--- src/rtl/fetch_pkg.sv ---
// Shared types and default configuration for the pipeline fetch unit.
package fetch_pkg;

  typedef enum logic [1:0] {
    BOOT = 2'd0,
    RUN  = 2'd1,
    HALT = 2'd2
  } fetch_state_t;

  localparam int PC_W_DEF     = 32;
  localparam int INST_W_DEF   = 32;
  localparam int QDEPTH_DEF   = 4;
  localparam int RESET_PC_DEF = 0;

endpackage

--- src/rtl/fetch_queue.sv ---
// Prefetch FIFO of {pc, instr} pairs; clear wins over push/pop in the same cycle.
module fetch_queue #(
  parameter int PC_W   = 32,
  parameter int INST_W = 32,
  parameter int DEPTH  = 4,
  localparam int PTR_W = $clog2(DEPTH),
  localparam int CNT_W = $clog2(DEPTH) + 1
) (
  input  logic              clk,
  input  logic              rst,
  input  logic              push,
  input  logic [PC_W-1:0]   push_pc,
  input  logic [INST_W-1:0] push_instr,
  input  logic              pop,
  input  logic              clear,
  output logic [PC_W-1:0]   head_pc,
  output logic [INST_W-1:0] head_instr,
  output logic [CNT_W-1:0]  count,
  output logic              empty
);

  logic [PC_W-1:0]   pc_mem    [DEPTH];
  logic [INST_W-1:0] instr_mem [DEPTH];

  logic [PTR_W-1:0] wr_ptr_q, wr_ptr_d;
  logic [PTR_W-1:0] rd_ptr_q, rd_ptr_d;
  logic [CNT_W-1:0] count_q,  count_d;
  logic             do_push, do_pop, full;

  always_comb begin
    // NOTE: every always_comb output gets a default first so no path can infer a latch.
    wr_ptr_d = wr_ptr_q;
    rd_ptr_d = rd_ptr_q;
    count_d  = count_q;
    full     = (count_q == CNT_W'(DEPTH));
    do_pop   = pop && (count_q != '0);
    do_push  = push && (!full || do_pop) && !clear;

    if (clear) begin
      wr_ptr_d = '0;
      rd_ptr_d = '0;
      count_d  = '0;
    end else begin
      if (do_push) wr_ptr_d = wr_ptr_q + PTR_W'(1);
      if (do_pop)  rd_ptr_d = rd_ptr_q + PTR_W'(1);
      count_d = count_q + CNT_W'(do_push) - CNT_W'(do_pop);
    end
  end

  // NOTE: sequential state uses non-blocking assignments so all flops update together.
  always_ff @(posedge clk or posedge rst) begin
    if (rst) begin
      wr_ptr_q <= '0;
      rd_ptr_q <= '0;
      count_q  <= '0;
    end else begin
      wr_ptr_q <= wr_ptr_d;
      rd_ptr_q <= rd_ptr_d;
      count_q  <= count_d;
    end
  end

  // NOTE: storage is deliberately not reset; count/pointers alone define which entries are live.
  always_ff @(posedge clk) begin
    if (do_push) begin
      pc_mem[wr_ptr_q]    <= push_pc;
      instr_mem[wr_ptr_q] <= push_instr;
    end
  end

  assign head_pc    = pc_mem[rd_ptr_q];
  assign head_instr = instr_mem[rd_ptr_q];
  assign count      = count_q;
  assign empty      = (count_q == '0);

endmodule

--- src/rtl/pipe_fetch_unit.sv ---
// Instruction fetch unit: credit-based prefetch into a small queue, redirect and halt control.
// Optional performance counters are built when PIPE_FETCH_PERF_CNT_EN is defined.
module pipe_fetch_unit
  import fetch_pkg::*;
#(
  parameter int              PC_W     = PC_W_DEF,
  parameter int              INST_W   = INST_W_DEF,
  parameter int              QDEPTH   = QDEPTH_DEF,
  parameter logic [PC_W-1:0] RESET_PC = PC_W'(RESET_PC_DEF)
) (
  input  logic              clk,
  input  logic              rst,
  output logic              imem_req,
  output logic [PC_W-1:0]   imem_addr,
  input  logic              imem_gnt,
  input  logic [INST_W-1:0] imem_rdata,
  output logic              if_valid,
  output logic [INST_W-1:0] if_instr,
  output logic [PC_W-1:0]   if_pc,
  input  logic              id_ready,
  input  logic              redirect_en,
  input  logic [PC_W-1:0]   redirect_pc,
  input  logic              halt_req,
  output logic              halted,
  output logic [31:0]       perf_redirects,
  output logic [31:0]       perf_bubbles
);

  localparam int              INST_BYTES = INST_W / 8;
  localparam int              CNT_W      = $clog2(QDEPTH) + 1;
  localparam int              CW         = CNT_W + 1;
  localparam logic [PC_W-1:0] INST_STEP  = PC_W'(INST_BYTES);
  localparam logic [PC_W-1:0] ALIGN_MASK = ~PC_W'(INST_BYTES - 1);

  fetch_state_t    state_q, state_d;
  logic [PC_W-1:0] fetch_pc_q, fetch_pc_d;
  logic            inflight_q, inflight_d;
  logic [PC_W-1:0] inflight_pc_q, inflight_pc_d;

  logic             q_push, q_pop, q_clear, q_empty;
  logic [CNT_W-1:0] q_count;
  logic             credit;

  fetch_queue #(
    .PC_W   (PC_W),
    .INST_W (INST_W),
    .DEPTH  (QDEPTH)
  ) u_queue (
    .clk        (clk),
    .rst        (rst),
    .push       (q_push),
    .push_pc    (inflight_pc_q),
    .push_instr (imem_rdata),
    .pop        (q_pop),
    .clear      (q_clear),
    .head_pc    (if_pc),
    .head_instr (if_instr),
    .count      (q_count),
    .empty      (q_empty)
  );

  always_comb begin
    state_d       = state_q;
    fetch_pc_d    = fetch_pc_q;
    inflight_d    = 1'b0;
    inflight_pc_d = inflight_pc_q;

    // Queued plus in-flight entries must leave room, so a response always has a slot.
    credit    = ({1'b0, q_count} + CW'(inflight_q)) < CW'(QDEPTH);
    imem_req  = (state_q == RUN) && !redirect_en && credit;
    imem_addr = fetch_pc_q;
    if_valid  = !q_empty && !redirect_en;
    q_pop     = if_valid && id_ready;
    q_push    = inflight_q && !redirect_en;
    q_clear   = redirect_en;
    // An outstanding response counts as not-yet-empty so halted cannot pulse early.
    halted    = (state_q == HALT) && q_empty && !inflight_q;

    if (imem_req && imem_gnt) begin
      fetch_pc_d    = fetch_pc_q + INST_STEP;
      inflight_d    = 1'b1;
      inflight_pc_d = fetch_pc_q;
    end

    case (state_q)
      BOOT:    state_d = RUN;
      RUN:     if (halt_req) state_d = HALT;
      HALT:    state_d = HALT;
      default: state_d = BOOT;
    endcase

    if (redirect_en) begin
      state_d    = RUN;
      fetch_pc_d = redirect_pc & ALIGN_MASK;
      inflight_d = 1'b0;
    end
  end

  always_ff @(posedge clk or posedge rst) begin
    if (rst) begin
      state_q       <= BOOT;
      fetch_pc_q    <= RESET_PC;
      inflight_q    <= 1'b0;
      inflight_pc_q <= '0;
    end else begin
      state_q       <= state_d;
      fetch_pc_q    <= fetch_pc_d;
      inflight_q    <= inflight_d;
      inflight_pc_q <= inflight_pc_d;
    end
  end

`ifdef PIPE_FETCH_PERF_CNT_EN
  logic [31:0] perf_redirects_q, perf_redirects_d;
  logic [31:0] perf_bubbles_q,   perf_bubbles_d;

  always_comb begin
    perf_redirects_d = perf_redirects_q;
    perf_bubbles_d   = perf_bubbles_q;
    if (redirect_en && (perf_redirects_q != '1))
      perf_redirects_d = perf_redirects_q + 32'd1;
    if ((state_q == RUN) && !if_valid && (perf_bubbles_q != '1))
      perf_bubbles_d = perf_bubbles_q + 32'd1;
  end

  always_ff @(posedge clk or posedge rst) begin
    if (rst) begin
      perf_redirects_q <= '0;
      perf_bubbles_q   <= '0;
    end else begin
      perf_redirects_q <= perf_redirects_d;
      perf_bubbles_q   <= perf_bubbles_d;
    end
  end

  assign perf_redirects = perf_redirects_q;
  assign perf_bubbles   = perf_bubbles_q;
`else
  assign perf_redirects = 32'd0;
  assign perf_bubbles   = 32'd0;
`endif

endmodule

--- config.mk ---
export PLATFORM = sky130hd
export DESIGN_NAME = pipe_fetch_unit
export DESIGN_NICKNAME = d
export VERILOG_FILES = /design/src/rtl/fetch_pkg.sv /design/src/rtl/fetch_queue.sv /design/src/rtl/pipe_fetch_unit.sv
export SDC_FILE = /design/constraint.sdc
export NUM_CORES = 1
export LEC_CHECK = 0
export CORE_MARGIN = 2
export CORE_UTILIZATION = 45
export DETAILED_ROUTE_END_ITERATION = 8
export DONT_BUFFER_PORTS = 1
export PLACE_DENSITY = 0.57
export SETUP_SLACK_MARGIN = 0.02
export SYNTH_ARGS = -nofsm -noshare
export SYNTH_HDL_FRONTEND = slang
export SYNTH_HIERARCHICAL = 1
export SYNTH_SLANG_ARGS = --single-unit
--- constraint.sdc ---
create_clock -name clk -period 3.7 [get_ports clk]
set_clock_uncertainty 0.1 [all_clocks]
set_input_delay 1.11 -clock clk [delete_from_list [all_inputs] [get_ports clk]]
set_output_delay 1.11 -clock clk [all_outputs]
set_load 0.01 [all_outputs]
==> results.json, run 1 <==
{
  "hold_viol": 0,
  "area_delta_synth_final_pct": 10.8,
  "max_stage_delay_ns": 0.76,
  "internal-power_mw": 6.53,
  "initial_core_util": 0.454,
  "arrival_ns": 2.30,
  "synth_edf_count": 256,
  "p_total_mw": 8.52,
  "rows": 63,
  "p_sw_frac": 0.234,
  "grt_pass1_vias": 7039,
  "synth-compound-area-share": 0.0321,
  "dp_hpwl_mm": 17.3,
  "diodes": 0,
  "crit_chain": "buf_4 -> mux4_2",
  "cts.sinks": 326,
  "synthArstFlopShare": 0.215,
  "cts-resized-gates": 0,
  "die_y_um": 176,
  "drive_above_1_share": 0.175,
  "drtPass1Iterations": 4,
  "track_usage": 0.179,
  "nNetsFinal": 918,
  "cts_htree_levels": 2,
  "synthSimpleGateAreaFrac": 0.0774,
  "clkLatencyLatePin_ns": 0.50,
  "required_ns": 2.49,
  "synth-xor-area-share": 0.00525,
  "end_kind": "output pin",
  "numCtsBuffers": 36,
  "core_mm2": 0.0294,
  "p_leak_nw": 5.25,
  "status": "finished, final reports clean",
  "synth_area_leader_cell": "edfxtp_1",
  "syn_area_mm2": 0.0134,
  "die_width_um": 176,
  "power_switching_mw": 1.99,
  "synth_common_cells": "edfxtp_1, nand2_1, buf_4, dfrtp_1, mux4_2",
  "num-fill-cells": 2470,
  "cts_tree": "built",
  "route.detailed.drc": 0,
  "worstSetupPathType": "reg -> out",
  "critPathTopFamily": "flip-flops",
  "wire_per_inst_um": 22.0,
  "finalSetupViolations": 0,
  "drv_slew": 0,
  "drtAntennaViolNets": 0,
  "max_slew_margin": 0.292,
  "num_vias": 6715,
  "root_buffer": "clkbuf_16",
  "critPathSlowestCell": "dfrtp_4",
  "grt_max_degree": 67,
  "peakVddDrop_mv": 0.309,
  "yosysWarnings": 6,
  "synth_top_area_share": 0.575,
  "clk_path_buf_depth": 3,
  "synth_cell_types": 54,
  "synth.avg_cell_area_um2": 16.5,
  "synthMuxAreaShare": 0.112,
  "power_frac_comb": 0.056,
  "fmax_mhz": 285,
  "path_max_fanout": 22,
  "synth_top_family_by_area": "multiplexers",
  "io_buffers": 0,
  "power.density_mw_per_mm2": 576,
  "ys.flop_type": "edfxtp_1",
  "synth_cells": 809,
  "power_frac_clock": 0.390,
  "fin_crit_sh": 0.948,
  "tightest_slew_ns": 1.06,
  "gp_congestion": 0.771,
  "io_pins": 233,
  "post_cts_buffers": 0,
  "timing.critical_path.buf_inv": 1,
  "yosysSeqAreaShare": 0.707,
  "clkTransAtPathRegs_ns": 0.05,
  "hp-class": "in -> async",
  "drt-total-wl_mm": 27.5,
  "grt_pass1_wl_mm": 42.0,
  "postCtsHoldBufs": 0,
  "grt_antenna_before_repair": 0,
  "die_area_mm2": 0.0311,
  "startpoint_type": "register",
  "ys_seq_elements": 326,
  "vias_per_cell": 5.36,
  "rsz0062_at_grt": "no",
  "synth-adder-area-share": 0.0109,
  "initialDrtViolationCount": 423,
  "setup-tns-final_ns": 0,
  "yosysMostFrequentCell": "edfxtp_1",
  "seqPwrFrac": 0.554,
  "synth_area_leaders": "edfxtp_1, dfrtp_1, mux4_2",
  "fin_crit_ns": 3.51,
  "cap_violations": 0,
  "grt-ovfl-total": 0
}
-- per-layer routing --
layer	wire length (um)	share of wire	vias to the layer above	track usage
li1	-	-	3006	-
met1	11300	0.41	3431	0.231
met2	13400	0.49	240	0.296
met3	2310	0.084	38	0.0538
met4	503	0.018	0	0.0489
met5	0	0	-	0
-- worst paths after layout --
check | start | to | slack, ns | cells past startpoint
min | rst | u_queue/count[1]$_DFF_PP0_ | 0.33 | 1
max in group asynchronous | rst | inflight_pc_q[5]$_DFFE_PP0P_ | 2.73 | 2
min in group clk | inflight_pc_q[12]$_DFFE_PP0P_ | u_queue/pc_mem[1][12]$_DFFE_PP_ | 0.41 | 0
max | u_queue/rd_ptr_q[0]$_DFFE_PP0P_ | if_pc[19] | 0.19 | 2
min reg2reg | inflight_pc_q[12]$_DFFE_PP0P_ | u_queue/pc_mem[1][12]$_DFFE_PP_ | 0.41 | 0
max reg2reg | u_queue/count[1]$_DFF_PP0_ | u_queue/count[2]$_DFF_PP0_ | 0.64 | 13
-- registers in the layout, summed over array words and instances, names as in the netlist --
signal             count
imem_addr             30
inflight_pc_q         30
inflight_q             1
state_q                2
u_queue/count          3
u_queue/instr_mem    128
u_queue/pc_mem       128
u_queue/rd_ptr_q       2
u_queue/wr_ptr_q       2
-- layout by cell type, fill, tap and decap left out, drive strengths merged, types with 2 or more instances in the layout --
master    n
and3      4
buf      19
o211ai    3
a32oi     3
and4      3
a22oi     7
or4       3
dfrtp    70
o311ai    8
nor2     21
nor2b    11
a31oi     3
mux4     64
o21bai    2
nor4      3
xor2      5
nand2b    4
inv      15
o21ai    24
nand3    19
edfxtp  256
conb     74
xnor2     3
a221o     5
nand2   119
clkinv   17
and2      7
mux2i     4
or3       2
clkbuf   45
a21oi     6
nand4     9
nor3      4
ha       10
-- stage by stage --
step                      worst slack [ns]  hold WS [ns]  cells  cell area, um^2   util
final                                0.194         0.330   1253            14800  0.503
after global routing                0.0288         0.326   1253            14800  0.503
after CTS                            0.103         0.313   1253            14800  0.503
after detailed placement             0.441         0.405   1189            13700  0.465
after global placement               0.531         0.389   1189            13700  0.465
after floorplan                     0.0489         0.376    882            13600      -
-- worst register-to-register path: cells and delay by family (launching register included) --
kind / cells / cell delay [ns]
xor+xnor: 1 / 0.17
fa+ha+maj: 3 / 0.73
buf+inv: 3 / 0.18
flops: 1 / 0.47
simple gates: 6 / 1.29
-- cells by family after synthesis --
| family | count (synthesis) |
|---|---|
| AOI/OAI and AO/OA | 64 |
| xor gates and xnor gates | 8 |
| adders and majority gates | 11 |
| buffers and inverters | 117 |
| DFF | 326 |
| muxes | 69 |
| other | 1 |
| and+or+nand+nor | 213 |
-- layout make-up --
type	instances	area [um^2]	share of cell area
clock inverter	19	119	0.00803
tap	390	488	0.0330
clock buffer	45	997	0.0674
timing repair buffer	19	230	0.0156
sequential	326	9450	0.638
inverter	15	58.8	0.00397
multi-input combinational	439	3460	0.234
-- power groups by stage --
stage / combinational, mW / sequential, mW / clock (mW)
6_report: 0.476 / 4.72 / 3.33
5_1_grt: 0.552 / 4.76 / 3.57
4_1_cts: 0.482 / 4.72 / 3.41
3_5_place_dp: 0.479 / 4.80 / 0
3_3_place_gp: 0.463 / 4.75 / 0
2_1_floorplan: 0.443 / 4.66 / 0
Power figures use the tool's default switching activity.
==> run 2: changes to the inputs <==
--- a/config.mk
+++ b/config.mk
@@ -7,6 +7,8 @@
 export LEC_CHECK = 0
 export CORE_MARGIN = 2
 export CORE_UTILIZATION = 45
+export CTS_BUF_LIST = sky130_fd_sc_hd__clkbuf_4 sky130_fd_sc_hd__clkbuf_8
+export CTS_CLUSTER_DIAMETER = 60
 export DETAILED_ROUTE_END_ITERATION = 8
 export DONT_BUFFER_PORTS = 1
 export PLACE_DENSITY = 0.57
==> run 2 against run 1 <==
Net effect:
- first-iteration DRC count fell by 15%
- largest cell class unchanged
- global-route usage grew 0.16 points
- design area is 0.41% lower
- maximum frequency is 2.7% higher
==> results.json, run 2 (synthesized netlist as in run 1, its figures left out) <==
{
  "status": "finished, final reports clean",
  "cts_htree_levels": 2,
  "tightest_slew_ns": 1.05,
  "post_cts_buffers": 0,
  "p_leak_nw": 5.26,
  "initialDrtViolationCount": 358,
  "seqCellArea_mm2": 0.00945,
  "crit_chain": "mux4_2",
  "multi_input_area_mm2": 0.00346,
  "grt_antenna_before_repair": 0,
  "grt_pass1_vias": 7207,
  "die_area_mm2": 0.0311,
  "internal-power_mw": 6.18,
  "layout_commonest_cell": "edfxtp_1",
  "pre_cts_slack_ns": 0.441,
  "utilization": 0.501,
  "mostFrequentLayoutCells": "edfxtp_1, nand2_1, conb_1",
  "path_max_fanout": 66,
  "peakVddDrop_mv": 0.218,
  "area_delta_synth_final_pct": 10.3,
  "end_kind": "output pin",
  "required_ns": 2.49,
  "hold_viol": 0,
  "startpoint_type": "register",
  "worstSetupPathType": "reg -> out",
  "drtAntennaViolNets": 0,
  "cts-resized-gates": 0,
  "hp-class": "in -> async",
  "max_stage_delay_ns": 1.12,
  "critPathSlowestCell": "dfrtp_4",
  "arrival_ns": 2.21,
  "cap_violations": 0,
  "timing.critical_path.buf_inv": 0,
  "critPathTopFamily": "flip-flops",
  "finalSetupViolations": 0,
  "rows": 63,
  "fmax_mhz": 293,
  "fin_crit_sh": 0.923,
  "cts_tree": "built",
  "grt-ovfl-total": 0,
  "power_switching_mw": 2.02,
  "die_y_um": 176,
  "postCtsHoldBufs": 0,
  "max_slew_margin": 0.297,
  "io_buffers": 0,
  "power_frac_comb": 0.058,
  "grt_pass1_wl_mm": 42.6,
  "drive_above_1_share": 0.205,
  "die_width_um": 176,
  "vias_per_cell": 5.32,
  "power.density_mw_per_mm2": 556,
  "diodes": 0,
  "cts.sinks": 326,
  "drtPass1Iterations": 5,
  "fin_crit_ns": 3.42,
  "initial_core_util": 0.454,
  "num_vias": 6845,
  "root_buffer": "clkbuf_8",
  "drv_slew": 0,
  "clkTransAtPathRegs_ns": 0.06,
  "track_usage": 0.181,
  "io_pins": 233,
  "route.detailed.drc": 0,
  "dp_hpwl_mm": 17.3,
  "nNetsFinal": 936,
  "top_regs": "u_queue/instr_mem x128, u_queue/pc_mem x128",
  "numCtsBuffers": 53,
  "power_frac_clock": 0.366,
  "gp_congestion": 0.771,
  "clk_path_buf_depth": 3,
  "core_mm2": 0.0294,
  "num-fill-cells": 2508,
  "drt-total-wl_mm": 27.9,
  "rsz0062_at_grt": "no",
  "grt_max_degree": 67,
  "clkLatencyLatePin_ns": 0.56,
  "seqPwrFrac": 0.576,
  "setup-tns-final_ns": 0,
  "p_sw_frac": 0.246,
  "wire_per_inst_um": 21.7,
  "layout_setup_ws_ns": 0.285
}
-- run 2: changes by cell type in the layout (fill, tap and decap cells not counted), sizes merged --
cell | before | now
buf | 19 | 20
clkbuf | 45 | 67
bufinv | 1 | 2
clkinv | 17 | 26
clkinvlp | 1 | 2
-- run 2: worst paths after layout --
kind / start / depth (start not counted) / end / slack, ns
setup / recovery: u_queue/rd_ptr_q[1]$_DFFE_PP0P_ / 1 / if_pc[26] / 0.28
hold / removal: rst / 1 / u_queue/count[2]$_DFF_PP0_ / 0.27
setup reg to reg: u_queue/count[1]$_DFF_PP0_ / 13 / u_queue/count[2]$_DFF_PP0_ / 0.66
hold reg to reg: inflight_pc_q[10]$_DFFE_PP0P_ / 0 / u_queue/pc_mem[2][10]$_DFFE_PP_ / 0.41
max in group asynchronous: rst / 2 / inflight_pc_q[5]$_DFFE_PP0P_ / 2.79
min in group clk: inflight_pc_q[10]$_DFFE_PP0P_ / 0 / u_queue/pc_mem[2][10]$_DFFE_PP_ / 0.41
-- run 2: cell type report --
type | instances | area share
Sequential cell | 326 | 0.641
Multi-Input combinational cell | 439 | 0.235
Clock buffer | 67 | 0.0570
Tap cell | 390 | 0.0331
Timing Repair Buffer | 20 | 0.0175
Clock inverter | 30 | 0.0126
Inverter | 15 | 0.00399
-- run 2: power groups by stage --
stage                     Clock (mW)  Combinational (mW)  Sequential (mW)
final                           3.00               0.478             4.72
after global routing            3.26               0.554             4.77
after CTS                       3.10               0.483             4.72
after detailed placement           0               0.479             4.80
after global placement             0               0.463             4.75
after floorplan                    0               0.443             4.66
-- run 2: per-stage QoR --
stage	hold slack [ns]	cells	instance area, um^2	total power [mW]
2_1_floorplan	0.376	882	13600	5.11
3_3_place_gp	0.389	1189	13700	5.22
3_5_place_dp	0.405	1189	13700	5.28
4_1_cts	0.240	1286	14700	8.30
5_1_grt	0.254	1287	14700	8.58
6_report	0.272	1287	14700	8.20
-- run 2: per-layer routing --
metal	part of all wire	global-route usage	wire, um	vias to the layer above
li1	-	-	-	3039
met4	0.025	0.0565	688	0
met2	0.48	0.297	13500	289
met3	0.082	0.0534	2280	58
met5	0	0	0	-
met1	0.41	0.233	11400	3459
==> run 3: changes to the inputs <==
--- a/config.mk
+++ b/config.mk
@@ -5,6 +5,7 @@
 export SDC_FILE = /design/constraint.sdc
 export NUM_CORES = 1
 export LEC_CHECK = 0
+export ABC_AREA = 1
 export CORE_MARGIN = 2
 export CORE_UTILIZATION = 45
 export CTS_BUF_LIST = sky130_fd_sc_hd__clkbuf_4 sky130_fd_sc_hd__clkbuf_8
==> run 3 against run 2 <==
Net effect:
- core utilization increased by 0.11 points
- design area increased by 4.0%
- sequential share of layout area decreased by 2.5 points
- critical path type unchanged
- hold slack about the same
- die area increased by 4.2%
- clock power decreased by 2%
- routed wire length increased by 4.5%
- via count increased by 27%
- global-route usage decreased by 0.30 points
- synthesized cell count increased by 51%
- worst setup slack got worse by 0.10 ns
==> results.json, run 3 <==
{
  "status": "finished, final reports clean",
  "r2r_cells": 15,
  "power_frac_comb": 0.074,
  "route.detailed.drc": 0,
  "clkTransAtPathRegs_ns": 0.06,
  "ys_seq_elements": 326,
  "internal-power_mw": 6.21,
  "postCtsHoldBufs": 0,
  "p_leak_nw": 5.84,
  "required_ns": 2.49,
  "yosysWarnings": 6,
  "drive_above_1_share": 0.120,
  "clk_path_buf_depth": 3,
  "cts_tree": "built",
  "utilization": 0.502,
  "io_buffers": 0,
  "startpoint_type": "register",
  "p_sw_frac": 0.254,
  "design_area_mm2": 0.0153,
  "post_cts_buffers": 0,
  "power_frac_clock": 0.354,
  "layout_setup_ws_ns": 0.184,
  "diodes": 0,
  "busiest_layer": "met2",
  "yosysMostFrequentCell": "edfxtp_1",
  "worstSetupPathType": "reg -> out",
  "power_switching_mw": 2.12,
  "synth_area_leader_cell": "edfxtp_1",
  "grt.met1_usage": 0.238,
  "synth_cell_types": 34,
  "fin_cells": 1705,
  "syn_area_mm2": 0.0139,
  "hp-class": "in -> async",
  "max_slew_margin": 0.453,
  "wire_per_inst_um": 17.1,
  "fmax_mhz": 284,
  "track_usage": 0.178,
  "area_delta_synth_final_pct": 10.0,
  "cts-resized-gates": 0,
  "power.density_mw_per_mm2": 544,
  "met2_usage": 0.280,
  "setup-tns-final_ns": 0,
  "drt-total-wl_mm": 29.2,
  "rsz0062_at_grt": "no",
  "root_buffer": "clkbuf_8",
  "p_total_mw": 8.33,
  "die_area_mm2": 0.0324,
  "fin_crit_ns": 3.52,
  "synth_common_cells": "edfxtp_1, nor2_1, nand2_1",
  "top_regs": "u_queue/instr_mem x128, u_queue/pc_mem x128",
  "drv_slew": 0,
  "clkLatencyLatePin_ns": 0.57,
  "grt_max_degree": 91,
  "grt_antenna_before_repair": 0,
  "layout_commonest_cell": "edfxtp_1",
  "core_mm2": 0.0305,
  "die_width_um": 180,
  "rows": 64,
  "synth_area_leaders": "edfxtp_1, dfrtp_1, nor2_1",
  "fin_crit_sh": 0.950,
  "initialDrtViolationCount": 694,
  "ys.flop_type": "edfxtp_1",
  "nNetsFinal": 1351,
  "grt_pass1_vias": 8396,
  "dp_hpwl_mm": 17.4,
  "hold_viol": 0,
  "cap_violations": 0,
  "vias_per_cell": 5.09,
  "die_y_um": 180,
  "drtPass1Iterations": 4,
  "grt-ovfl-total": 0,
  "placed_cells": 1610,
  "gp_congestion": 0.834,
  "arrival_ns": 2.31,
  "synth.avg_cell_area_um2": 11.4,
  "num_vias": 8676,
  "synthArstFlopShare": 0.215,
  "seqPwrFrac": 0.573,
  "yosysSeqAreaShare": 0.678,
  "use_met3": 0.0551,
  "hold_slack_ns": 0.273,
  "post_dp_cell_area_mm2": 0.0143,
  "initial_core_util": 0.457,
  "cts_htree_levels": 2,
  "end_kind": "output pin",
  "path_max_fanout": 46,
  "synth_top_area_share": 0.552,
  "synth_edf_count": 256,
  "cts.sinks": 326,
  "peakVddDrop_mv": 0.294,
  "finalSetupViolations": 0,
  "grt_pass1_wl_mm": 45.8,
  "io_pins": 233,
  "pre_cts_slack_ns": 0.531,
  "numCtsBuffers": 54,
  "synth_cells": 1221,
  "tightest_slew_ns": 0.820,
  "mostFrequentLayoutCells": "edfxtp_1, nor2_1, nand2_1",
  "drtAntennaViolNets": 0
}
## run 3: changes by cell type after synthesis, sizes merged, moves of 30 or more
| cell | before | now |
|---|---|---|
| nand3 | 19 | 49 |
| nor2 | 21 | 189 |
| mux4 | 64 | 0 |
| o21ai | 24 | 176 |
| o22ai | 0 | 64 |
| nand2 | 119 | 158 |
| inv | 15 | 75 |
## run 3: power groups by stage
stage	Combinational (mW)	Clock (mW)	Sequential, mW
3_5_place_dp	0.619	0	4.85
4_1_cts	0.624	3.05	4.77
3_3_place_gp	0.612	0	4.83
6_report	0.613	2.95	4.77
2_1_floorplan	0.563	0	4.69
5_1_grt	0.725	3.22	4.82
## run 3: path summary, 6_finish.rpt
check                                           startpoint                         endpoint  slack [ns]
max                        u_queue/rd_ptr_q[1]$_DFFE_PP0P_                     if_instr[11]        0.18
min                                                    rst  u_queue/rd_ptr_q[0]$_DFFE_PP0P_        0.27
max reg2reg                     u_queue/count[1]$_DFF_PP0_       u_queue/count[2]$_DFF_PP0_        0.81
min reg2reg                  inflight_pc_q[22]$_DFFE_PP0P_  u_queue/pc_mem[0][22]$_DFFE_PP_        0.42
max in group asynchronous                              rst         imem_addr[5]$_DFFE_PP0P_        2.39
min in group clk             inflight_pc_q[22]$_DFFE_PP0P_  u_queue/pc_mem[0][22]$_DFFE_PP_        0.42
## run 3: final cells by class
type	instances	area, um^2
timing repair buffer	44	430
sequential	326	9440
tap	396	495
fill	2729	15200
clock inverter	16	81.3
inverter	77	299
clock buffer	79	937
multi-input combinational	767	3640
## run 3: layer usage
metal | part of all wire | routed length (um)
met2 | 0.46 | 13400
met4 | 0.021 | 605
met1 | 0.44 | 13000
met3 | 0.076 | 2210
met5 | 0 | 0
## run 3: cells by family (layout without fill, tap and decap cells)
family	count (synthesis)	in the layout	share of synthesized area
xor gates and xnor gates	7	7	0.00440
other	1	74	0.000269
adders and majority gates	11	11	0.0104
AOI/OAI and AO/OA	255	255	0.0990
buffers and inverters	201	216	0.0837
DFF	326	326	0.678
and+or+nand+nor	420	420	0.125
## run 3: critical path, cell delays in order, from the launching register on
cell     delay (ns)
dfrtp_2        0.36
buf_4          0.45
buf_4          0.37
o21ai_0        0.14
o22ai_1        0.39
